File: config.mk
export PLATFORM = sky130hd
export DESIGN_NAME = imem_fetch_buffer
export DESIGN_NICKNAME = d
export VERILOG_FILES = /design/src/rtl/imem_fetch_buffer.sv
export SDC_FILE = /design/constraint.sdc
export NUM_CORES = 1
export LEC_CHECK = 0
export BUFFER_PORTS_ARGS = -buffer_cell sky130_fd_sc_hd__buf_2
export CAP_MARGIN = 25
export CORE_MARGIN = 2
export CORE_UTILIZATION = 50
export CTS_BUF_LIST = sky130_fd_sc_hd__clkbuf_2
export DETAILED_ROUTE_END_ITERATION = 16
export GPL_ROUTABILITY_DRIVEN = 0
export PLACE_DENSITY = 0.71
export SLEW_MARGIN = 20
export SYNTH_ARGS = -nofsm -noshare
export SYNTH_HDL_FRONTEND = slang
export SYNTH_SLANG_ARGS = --single-unit
File: constraint.sdc
create_clock -name clk -period 13.25 [get_ports clk]
set_input_delay 0.6625 -clock clk [delete_from_list [all_inputs] [get_ports clk]]
set_output_delay 0.6625 -clock clk [all_outputs]
set_load 0.02 [all_outputs]
File: src/rtl/imem_fetch_buffer.sv
`default_nettype none
// ============================================================================
// Module   : imem_fetch_buffer
// Purpose  : Instruction-fetch bridge between the core instruction port and
//            a multi-cycle instruction memory. A direct-mapped fetch buffer
//            serves hits in the same cycle. A miss stalls the core and issues
//            one memory read. The returned word is written into the buffer
//            and passed straight to the core in the same cycle.
// Ports    : clk, rst (async, active-low)
//            cpu_ce_i / cpu_addr_i        - core fetch request
//            cpu_inst_o / cpu_stall_o     - instruction and hold-PC (combinational)
//            flush_i                      - invalidate every buffer entry
//            mem_ce_o / mem_addr_o        - memory read strobe and address (registered)
//            mem_data_i                   - memory read data
//            hit_cnt_o / miss_cnt_o       - saturating 16-bit hit and fill counters
// Revision : 1.0 - initial release
// ============================================================================
module imem_fetch_buffer #(
  parameter int ADDR_W      = 32,
  parameter int DATA_W      = 32,
  parameter int WAIT_STATES = 2,
  parameter int BUF_DEPTH   = 4
) (
  input  logic              clk,
  input  logic              rst,
  input  logic              cpu_ce_i,
  input  logic [ADDR_W-1:0] cpu_addr_i,
  output logic [DATA_W-1:0] cpu_inst_o,
  output logic              cpu_stall_o,
  input  logic              flush_i,
  output logic              mem_ce_o,
  output logic [ADDR_W-1:0] mem_addr_o,
  input  logic [DATA_W-1:0] mem_data_i,
  output logic [15:0]       hit_cnt_o,
  output logic [15:0]       miss_cnt_o
);

  localparam int IDX_W = $clog2(BUF_DEPTH);
  localparam int TAG_W = ADDR_W - IDX_W - 2;
  localparam int CNT_W = (WAIT_STATES > 1) ? $clog2(WAIT_STATES) : 1;
  localparam logic [CNT_W-1:0] C_CNT_LOAD = CNT_W'(WAIT_STATES - 1);
  localparam logic [15:0]      C_CNT_MAX  = 16'hFFFF;

  typedef enum logic [1:0] {
    S_IDLE = 2'd0,
    S_REQ  = 2'd1,
    S_WAIT = 2'd2
  } state_t;

  state_t                r_state;
  state_t                w_next;
  logic [BUF_DEPTH-1:0]  r_valid;
  logic [TAG_W-1:0]      r_tag  [BUF_DEPTH];
  logic [DATA_W-1:0]     r_data [BUF_DEPTH];
  logic                  r_mem_ce;
  logic [ADDR_W-1:0]     r_mem_addr;
  logic [CNT_W-1:0]      r_cnt;
  logic                  r_stale;
  logic [15:0]           r_hit_cnt;
  logic [15:0]           r_miss_cnt;

  logic [IDX_W-1:0]      w_idx;
  logic [TAG_W-1:0]      w_tag;
  logic [IDX_W-1:0]      w_fill_idx;
  logic [TAG_W-1:0]      w_fill_tag;
  logic                  w_hit;
  logic                  w_miss_start;
  logic                  w_fill_we;
  logic                  w_hit_inc;
  logic                  w_unused_addr;

  assign w_idx      = cpu_addr_i[IDX_W+1:2];
  assign w_tag      = cpu_addr_i[ADDR_W-1:IDX_W+2];
  // The fill target comes from the latched request address, not the live one.
  assign w_fill_idx = r_mem_addr[IDX_W+1:2];
  assign w_fill_tag = r_mem_addr[ADDR_W-1:IDX_W+2];
  assign w_hit      = cpu_ce_i & r_valid[w_idx] & (r_tag[w_idx] == w_tag);

  // Byte offset within the word carries no information for a fetch.
  assign w_unused_addr = ^cpu_addr_i[1:0];

  assign mem_ce_o   = r_mem_ce;
  assign mem_addr_o = r_mem_addr;
  assign hit_cnt_o  = r_hit_cnt;
  assign miss_cnt_o = r_miss_cnt;

  // --------------------------------------------------------------------------
  // Next-state and core-facing outputs
  // --------------------------------------------------------------------------
  always_comb begin
    w_next       = r_state;
    cpu_inst_o   = '0;
    cpu_stall_o  = 1'b0;
    w_miss_start = 1'b0;
    w_fill_we    = 1'b0;
    w_hit_inc    = 1'b0;
    case (r_state)
      S_IDLE: begin
        if (cpu_ce_i) begin
          if (w_hit) begin
            cpu_inst_o = r_data[w_idx];
            w_hit_inc  = 1'b1;
          end else begin
            cpu_stall_o  = 1'b1;
            w_miss_start = 1'b1;
            w_next       = S_REQ;
          end
        end
      end
      S_REQ: begin
        cpu_stall_o = 1'b1;
        w_next      = S_WAIT;
      end
      S_WAIT: begin
        if (r_cnt != '0) begin
          cpu_stall_o = 1'b1;
        end else begin
          w_next = S_IDLE;
          // A flush seen during the fill (or right now) makes the returned
          // word untrustworthy: drop it and let IDLE re-miss.
          if (r_stale || flush_i) begin
            cpu_stall_o = 1'b1;
          end else begin
            w_fill_we = 1'b1;
            if (cpu_ce_i) begin
              cpu_inst_o = mem_data_i;
            end
          end
        end
      end
      default: begin
        w_next = S_IDLE;
      end
    endcase
  end

  // --------------------------------------------------------------------------
  // Control state
  // --------------------------------------------------------------------------
  always_ff @(posedge clk or negedge rst) begin
    if (!rst) begin
      r_state    <= S_IDLE;
      r_valid    <= '0;
      r_mem_ce   <= 1'b0;
      r_mem_addr <= '0;
      r_cnt      <= '0;
      r_stale    <= 1'b0;
      r_hit_cnt  <= '0;
      r_miss_cnt <= '0;
    end else begin
      r_state  <= w_next;
      // Strobe is high exactly for the REQ cycle.
      r_mem_ce <= w_miss_start;
      if (w_miss_start) begin
        r_mem_addr <= {cpu_addr_i[ADDR_W-1:2], 2'b00};
      end

      if (r_state == S_REQ) begin
        r_cnt <= C_CNT_LOAD;
      end else if ((r_state == S_WAIT) && (r_cnt != '0)) begin
        r_cnt <= r_cnt - 1'b1;
      end

      if (w_next == S_IDLE) begin
        r_stale <= 1'b0;
      end else if (flush_i && (r_state != S_IDLE)) begin
        r_stale <= 1'b1;
      end

      if (flush_i) begin
        r_valid <= '0;
      end else if (w_fill_we) begin
        r_valid[w_fill_idx] <= 1'b1;
      end

      if (w_hit_inc && (r_hit_cnt != C_CNT_MAX)) begin
        r_hit_cnt <= r_hit_cnt + 16'd1;
      end
      if ((r_state == S_REQ) && (r_miss_cnt != C_CNT_MAX)) begin
        r_miss_cnt <= r_miss_cnt + 16'd1;
      end
    end
  end

  // --------------------------------------------------------------------------
  // Buffer storage: contents are qualified by r_valid, so no reset needed.
  // --------------------------------------------------------------------------
  always_ff @(posedge clk) begin
    if (w_fill_we) begin
      r_tag[w_fill_idx]  <= w_fill_tag;
      r_data[w_fill_idx] <= mem_data_i;
    end
  end

endmodule
`default_nettype wire

==> qor.yml, run 1 <==
outcome: "completed"
nets: 974
grt_pass1_wl_um: 37700
track_usage_pct: 18.8
dpl.cell_count: 1140
synth_edf_count: 240
startpoint_type: "primary input"
routed-via-count: 6896
initial_core_util_pct: 51.2
synth_top_area_share_pct: 57.6
fp.dieH_um: 162
slew-limit-headroom_pct: 34.4
cts.sinks: 311
critPathArrivalTime_ns: 4.46
clk_pin_slew_ns: 0.10
path_buf_inv: 4
cellLeakagePower_uw: 0.00570
worstPathRequired_ns: 12.59
syn2layout_area_growth_pct: 16.2
clk-insertion-delay-late_ns: 0.84
cts-htree-levels: 3
final_common_cell: "edfxtp_1"
fillerInstances: 1920
wl_per_cell_um: 18.9
viasPerCell: 5.37
die_w_um: 162
crit_path_cell_trace: "buf_4, buf_4, mux4_2, xor2_1, a2111oi_2, nand4_2, nor4_4, buf_4, a22o_1, buf_2"
antenna_found_initial: 2
wirelength_um: 24200
grt.overflow.total: 0
postSynthAreaPerCell_um2: 18.5
maxSlewViolCount: 0
max_stage_delay_ns: 0.61
drtIter0Drc: 518
tightest_slew_ns: 0.983
clk_path_buf_depth: 3
final_area_um2: 14600
ir_drop_mv: 0.109
fmax_mhz: 195
end_kind: "output port"
skew_ns: 0.0673
final_cell_mix: "edfxtp_1, buf_2, clkbuf_2"
fin_crit_ns: 5.12
drc_errors: 0
async_reset_ff_share_pct: 22.8
num_io_pins: 166
grt_max_degree: 72
first_pass_iters: 4
setup-violations-final: 0
final.setup.tns_ns: 0
crit_top_cell: "buf_4"
antenna_left: 0
worstHoldPathType: "in -> reg"
whs_ns: 0.0869
post_dp_cell_area_um2: 13700
power_density_nw_per_um2: 162
postCtsSetupRepairBufs: 0
syn_inst: 677
portBuffers: 161
drive_above_1_share_pct: 40.4
cts_resized: 0
ys_warn_count: 0
instances_no_fill: 1284
cts_buffers: 78
dp_hpwl_um: 13800
rows: 57
cp_slowest_cell: "buf_4"
yosysUniqueCellTypes: 54
path_delay_family: "buffers and inverters"
hold_viol: 0
synth.area.top_cells: "edfxtp_1, dfrtp_1, mux4_2"
cts_tree: "yes"
synth_area_um2: 12500
min_period_over_period_pct: 38.7
yosysSeqAreaShare_pct: 71.8
dieArea_um2: 26300
path_class: "in -> out"
rsz0062_at_grt: "no"
drv_cap: 0
root_buffer: "clkbuf_2"
cp_max_fo: 48
grt_pass1_vias: 7114
ys.flop_type: "edfxtp_1"
ys_ff_latch: 311
final_core_util_pct: 59.5
ctsHoldBuffers: 6
synth_area_leader_cell: "edfxtp_1"
coreArea_um2: 24500
## synth_stat cells, types with 2 or more instances
master,number
a2111oi_2,2
a21oi_1,5
a22o_1,33
a31oi_1,3
and2_1,5
and3_1,17
and4_1,2
buf_1,2
buf_2,11
buf_4,5
buf_6,4
clkbuf_1,9
dfrtp_1,71
edfxtp_1,240
ha_1,2
inv_1,6
mux2_1,7
mux2_2,28
mux2i_1,20
mux4_2,49
nand2_1,16
nand2b_1,4
nand3_1,21
nand4_1,8
nor2_1,14
nor2b_1,2
nor3_1,4
o211ai_1,3
o21ai_0,6
xnor2_1,33
xor2_1,22
## where the power goes
part / internal (uW) / switching (uW) / leakage (uW)
combinational: 141 / 214 / 0.00204
sequential: 1200 / 86.4 / 0.00307
clock: 347 / 363 / 0.000592
total: 1690 / 664 / 0.00570
## metal layers
layer / share of wire (%) / track usage [%] / up-vias
met4: 1.5 / 7.08 / 2
li1: - / - / 3174
met2: 48 / 29.9 / 201
met5: 0.054 / 0 / -
met3: 6.7 / 5.39 / 30
met1: 43 / 24.8 / 3489
## state kept, by name, summed over array words and instances, names as in the netlist
register and flops:
hit_cnt_o 16, mem_addr_o 30, mem_ce_o 1, miss_cnt_o 16, r_cnt 1, r_data 128, r_stale 1, r_state 2
r_tag 112, r_valid 4
## per-stage QoR
| stage | setup slack, ns | total power [uW] |
|---|---|---|
| floorplan | 7.16 | 1520 |
| global placement | 7.99 | 1650 |
| detailed placement | 7.97 | 1670 |
| CTS | 7.97 | 2380 |
| global route | 7.77 | 2470 |
| finish | 8.13 | 2350 |
## cell families after synthesis
logic type                 synth area share (%)
muxes                                      13.8
xor gates and xnor gates                   3.98
AOI/OAI and AO/OA                          4.01
and+or+nand+nor                            4.65
adders and majority gates                 0.200
other                                    0.0300
DFF                                        71.8
buffers and inverters                      1.61
## cell type report
class,count,area (um^2),area share (%)
diodes,1,2.50,0.0172
repair buffers,177,957,6.58
flip-flops and latches,311,8980,61.7
clock inverters,19,231,1.59
multi-input cells,330,3370,23.1
well taps,324,405,2.79
inverters,6,22.5,0.155
clock buffers,116,581,3.99
## final timing paths
check                      cells past startpoint                      start  slack, ns                          to
setup / recovery                              10              cpu_addr_i[2]       8.13               cpu_inst_o[7]
hold / removal                                 2              cpu_addr_i[8]       0.09   mem_addr_o[8]$_DFFE_PN0P_
setup reg to reg                               8     r_tag[1][26]$_DFFE_PP_      10.13   hit_cnt_o[12]$_DFFE_PN0P_
hold reg to reg                                1  miss_cnt_o[9]$_DFFE_PN0P_       0.50   miss_cnt_o[9]$_DFFE_PN0P_
max in group asynchronous                      2                        rst      12.33    hit_cnt_o[8]$_DFFE_PN0P_
min in group asynchronous                      2                        rst       0.41  mem_addr_o[12]$_DFFE_PN0P_
(Power assumes the default switching activity.)
==> run 2, diff against run 1 <==
--- a/config.mk
+++ b/config.mk
@@ -12,7 +12,7 @@
 export CTS_BUF_LIST = sky130_fd_sc_hd__clkbuf_2
 export DETAILED_ROUTE_END_ITERATION = 16
 export GPL_ROUTABILITY_DRIVEN = 0
-export PLACE_DENSITY = 0.71
+export PLACE_DENSITY = 0.73
 export SLEW_MARGIN = 20
 export SYNTH_ARGS = -nofsm -noshare
 export SYNTH_HDL_FRONTEND = slang
==> constraint.sdc (replaced) <==
create_clock -name clk -period 4.2 [get_ports clk]
set_input_delay 0.21 -clock clk [delete_from_list [all_inputs] [get_ports clk]]
set_output_delay 0.21 -clock clk [all_outputs]
set_load 0.02 [all_outputs]
==> qor.yml, run 2 (synthesis gave the netlist of run 1 again) <==
setup-violations-final: 0  # unchanged
top_register: "r_data"
rows: 57  # unchanged
drv_cap: 0  # unchanged
end_kind: "output port"
instances_no_fill: 1347  # +4.9%
wl_per_cell_um: 18.6  # -1.7%
skew_ns: 0.0637  # -0.00357 ns
routed-via-count: 7172  # +4.0%
fmax_mhz: 261
coreArea_um2: 24500  # unchanged
cts_tree: "yes"
fin_crit_ns: 3.83
startpoint_type: "primary input"
dpl.cell_count: 1145  # +0.44%
portBuffers: 161  # unchanged
antenna_left: 0  # unchanged
fillerInstances: 1831  # -4.6%
final_core_util_pct: 61.8  # +2.3 points
wirelength_um: 25000  # +3.2%
grt_pass1_vias: 7348  # +3.3%
cp_slowest_cell: "dlygate4sd3_1"
dieArea_um2: 26300  # unchanged
max_stage_delay_ns: 0.54  # -0.07 ns
met2_wirelength_um: 12300  # +5.5%
tightest_slew_ns: 0.780  # -0.204 ns
postCtsSetupRepairBufs: 0  # unchanged
clk_path_buf_depth: 3  # unchanged
wl_met3_um: 1630  # about the same
grt_pass1_wl_um: 39000  # +3.3%
min_period_over_period_pct: 91.3
power_density_nw_per_um2: 479  # +200%
crit_path_cell_trace: "dlygate4sd3_1, buf_4, buf_4, mux4_2, xor2_1, nor3_1, nand4_2, nor4_4, buf_12, a22o_1, buf_2"
antenna_found_initial: 1  # -1
num_io_pins: 166  # unchanged
dp_hpwl_um: 14700  # +6.7%
cts.sinks: 311  # unchanged
critPathArrivalTime_ns: 3.62  # -0.84 ns
final_common_cell: "edfxtp_1"
cts_buffers: 78  # unchanged
largest_reg_flops: 128  # unchanged
rsz0062_at_grt: "no"
worstPathRequired_ns: 3.99  # -8.60 ns
fp.dieH_um: 162  # unchanged
power_uw: 7240  # +210%
initial_core_util_pct: 51.2  # unchanged
cellLeakagePower_uw: 0.00595  # +4.4%
clk_pin_slew_ns: 0.10  # about the same
outcome: "completed"
drive_above_1_share_pct: 38.6  # -1.8 points
crit_top_cell: "buf_4"
clk-insertion-delay-late_ns: 0.82  # -0.02 ns
final_cell_mix: "edfxtp_1, buf_2, clkbuf_2"
path_buf_inv: 5  # +1
ir_drop_mv: 0.354  # +230%
hold_viol: 0  # unchanged
drc_errors: 0  # unchanged
path_delay_family: "buffers and inverters"
drtIter0Drc: 448  # -14%
grt_max_degree: 72  # unchanged
grt.overflow.total: 0  # unchanged
path_class: "in -> out"
track_usage_pct: 19.3  # +0.54 points
nets: 1036  # +6.4%
root_buffer: "clkbuf_2"
syn2layout_area_growth_pct: 20.7
maxUsedRoutingLayer: "met4"
first_pass_iters: 4  # unchanged
viasPerCell: 5.32  # -0.86%
worstHoldPathType: "in -> reg"
cts-htree-levels: 3  # unchanged
die_w_um: 162  # unchanged
r2r_slack_ns: 1.26  # -8.87 ns
cp_max_fo: 48  # unchanged
maxSlewViolCount: 0  # unchanged
final.setup.tns_ns: 0  # unchanged
wl_met1_um: 10700  # +1.1%
slew-limit-headroom_pct: 48.0  # +14 points
-- run 2: changes by cell type in the layout (fill, tap and decap cells not counted), moves of 2 or more --
cell | before | now
buf_4 | 10 | 12
buf_12 | 0 | 3
inv_2 | 0 | 2
clkbuf_2 | 116 | 121
dlygate4sd3_1 | 8 | 65
bufinv_16 | 6 | 2
clkinv_1 | 11 | 9
-- run 2: final cells by class --
cell class              count  area, um^2  area share [%]
clock buffers             121         606            4.01
repair buffers            239        1600            10.6
flip-flops and latches    311        8980            59.5
multi-input cells         330        3380            22.4
well taps                 324         405            2.68
clock inverters            14         106           0.704
diodes                      2        5.00          0.0331
inverters                   6        22.5           0.149
-- run 2: metrics by stage --
step	hold slack [ns]	cell area, um^2	setup slack, ns
final	0.179	15100	0.365
after global routing	0.0997	15100	0.126
after CTS	0.0331	15100	0.341
after detailed placement	0.440	13700	0.643
after global placement	0.443	13700	0.698
after floorplan	-0.0856	12500	0.261
-- run 2: timing repair --
action / 4_1_cts / 5_1_grt
gates resized for setup: 0 / 0
hold buffers: 64 / 1
endpoints found under the hold margin: 236 / 37
-- run 2: worst paths after layout --
path / from / to / depth (start not counted)
min in group asynchronous: rst / mem_addr_o[5]$_DFFE_PN0P_ / 3
setup / recovery: cpu_addr_i[3] / cpu_inst_o[31] / 11
setup reg to reg: r_tag[0][26]$_DFFE_PP_ / hit_cnt_o[1]$_DFFE_PN0P_ / 7
hold / removal: flush_i / r_valid[2]$_DFFE_PN0P_ / 3
max in group asynchronous: rst / r_cnt$_DFFE_PN0P_ / 3
hold reg to reg: miss_cnt_o[9]$_DFFE_PN0P_ / miss_cnt_o[9]$_DFFE_PN0P_ / 1
-- run 2: power by group --
part | total (uW) | internal [uW] | leakage, uW | switching (uW)
registers | 4060 | 3780 | 0.00307 | 281
logic | 1180 | 494 | 0.00232 | 688
clock network | 2000 | 874 | 0.000557 | 1130
-- run 2: per-layer routing --
metal | vias up | global-route usage (%)
met1 | 3597 | 24.9
met2 | 231 | 31.6
met5 | - | 0
li1 | 3308 | -
met4 | 0 | 7.08
met3 | 36 | 5.54
-- run 2: tightest hold or removal path, delay by kind of cell --
family,cells,cell delay [ns]
buffers and inverters,2,0.69
and+or+nand+nor,1,0.06
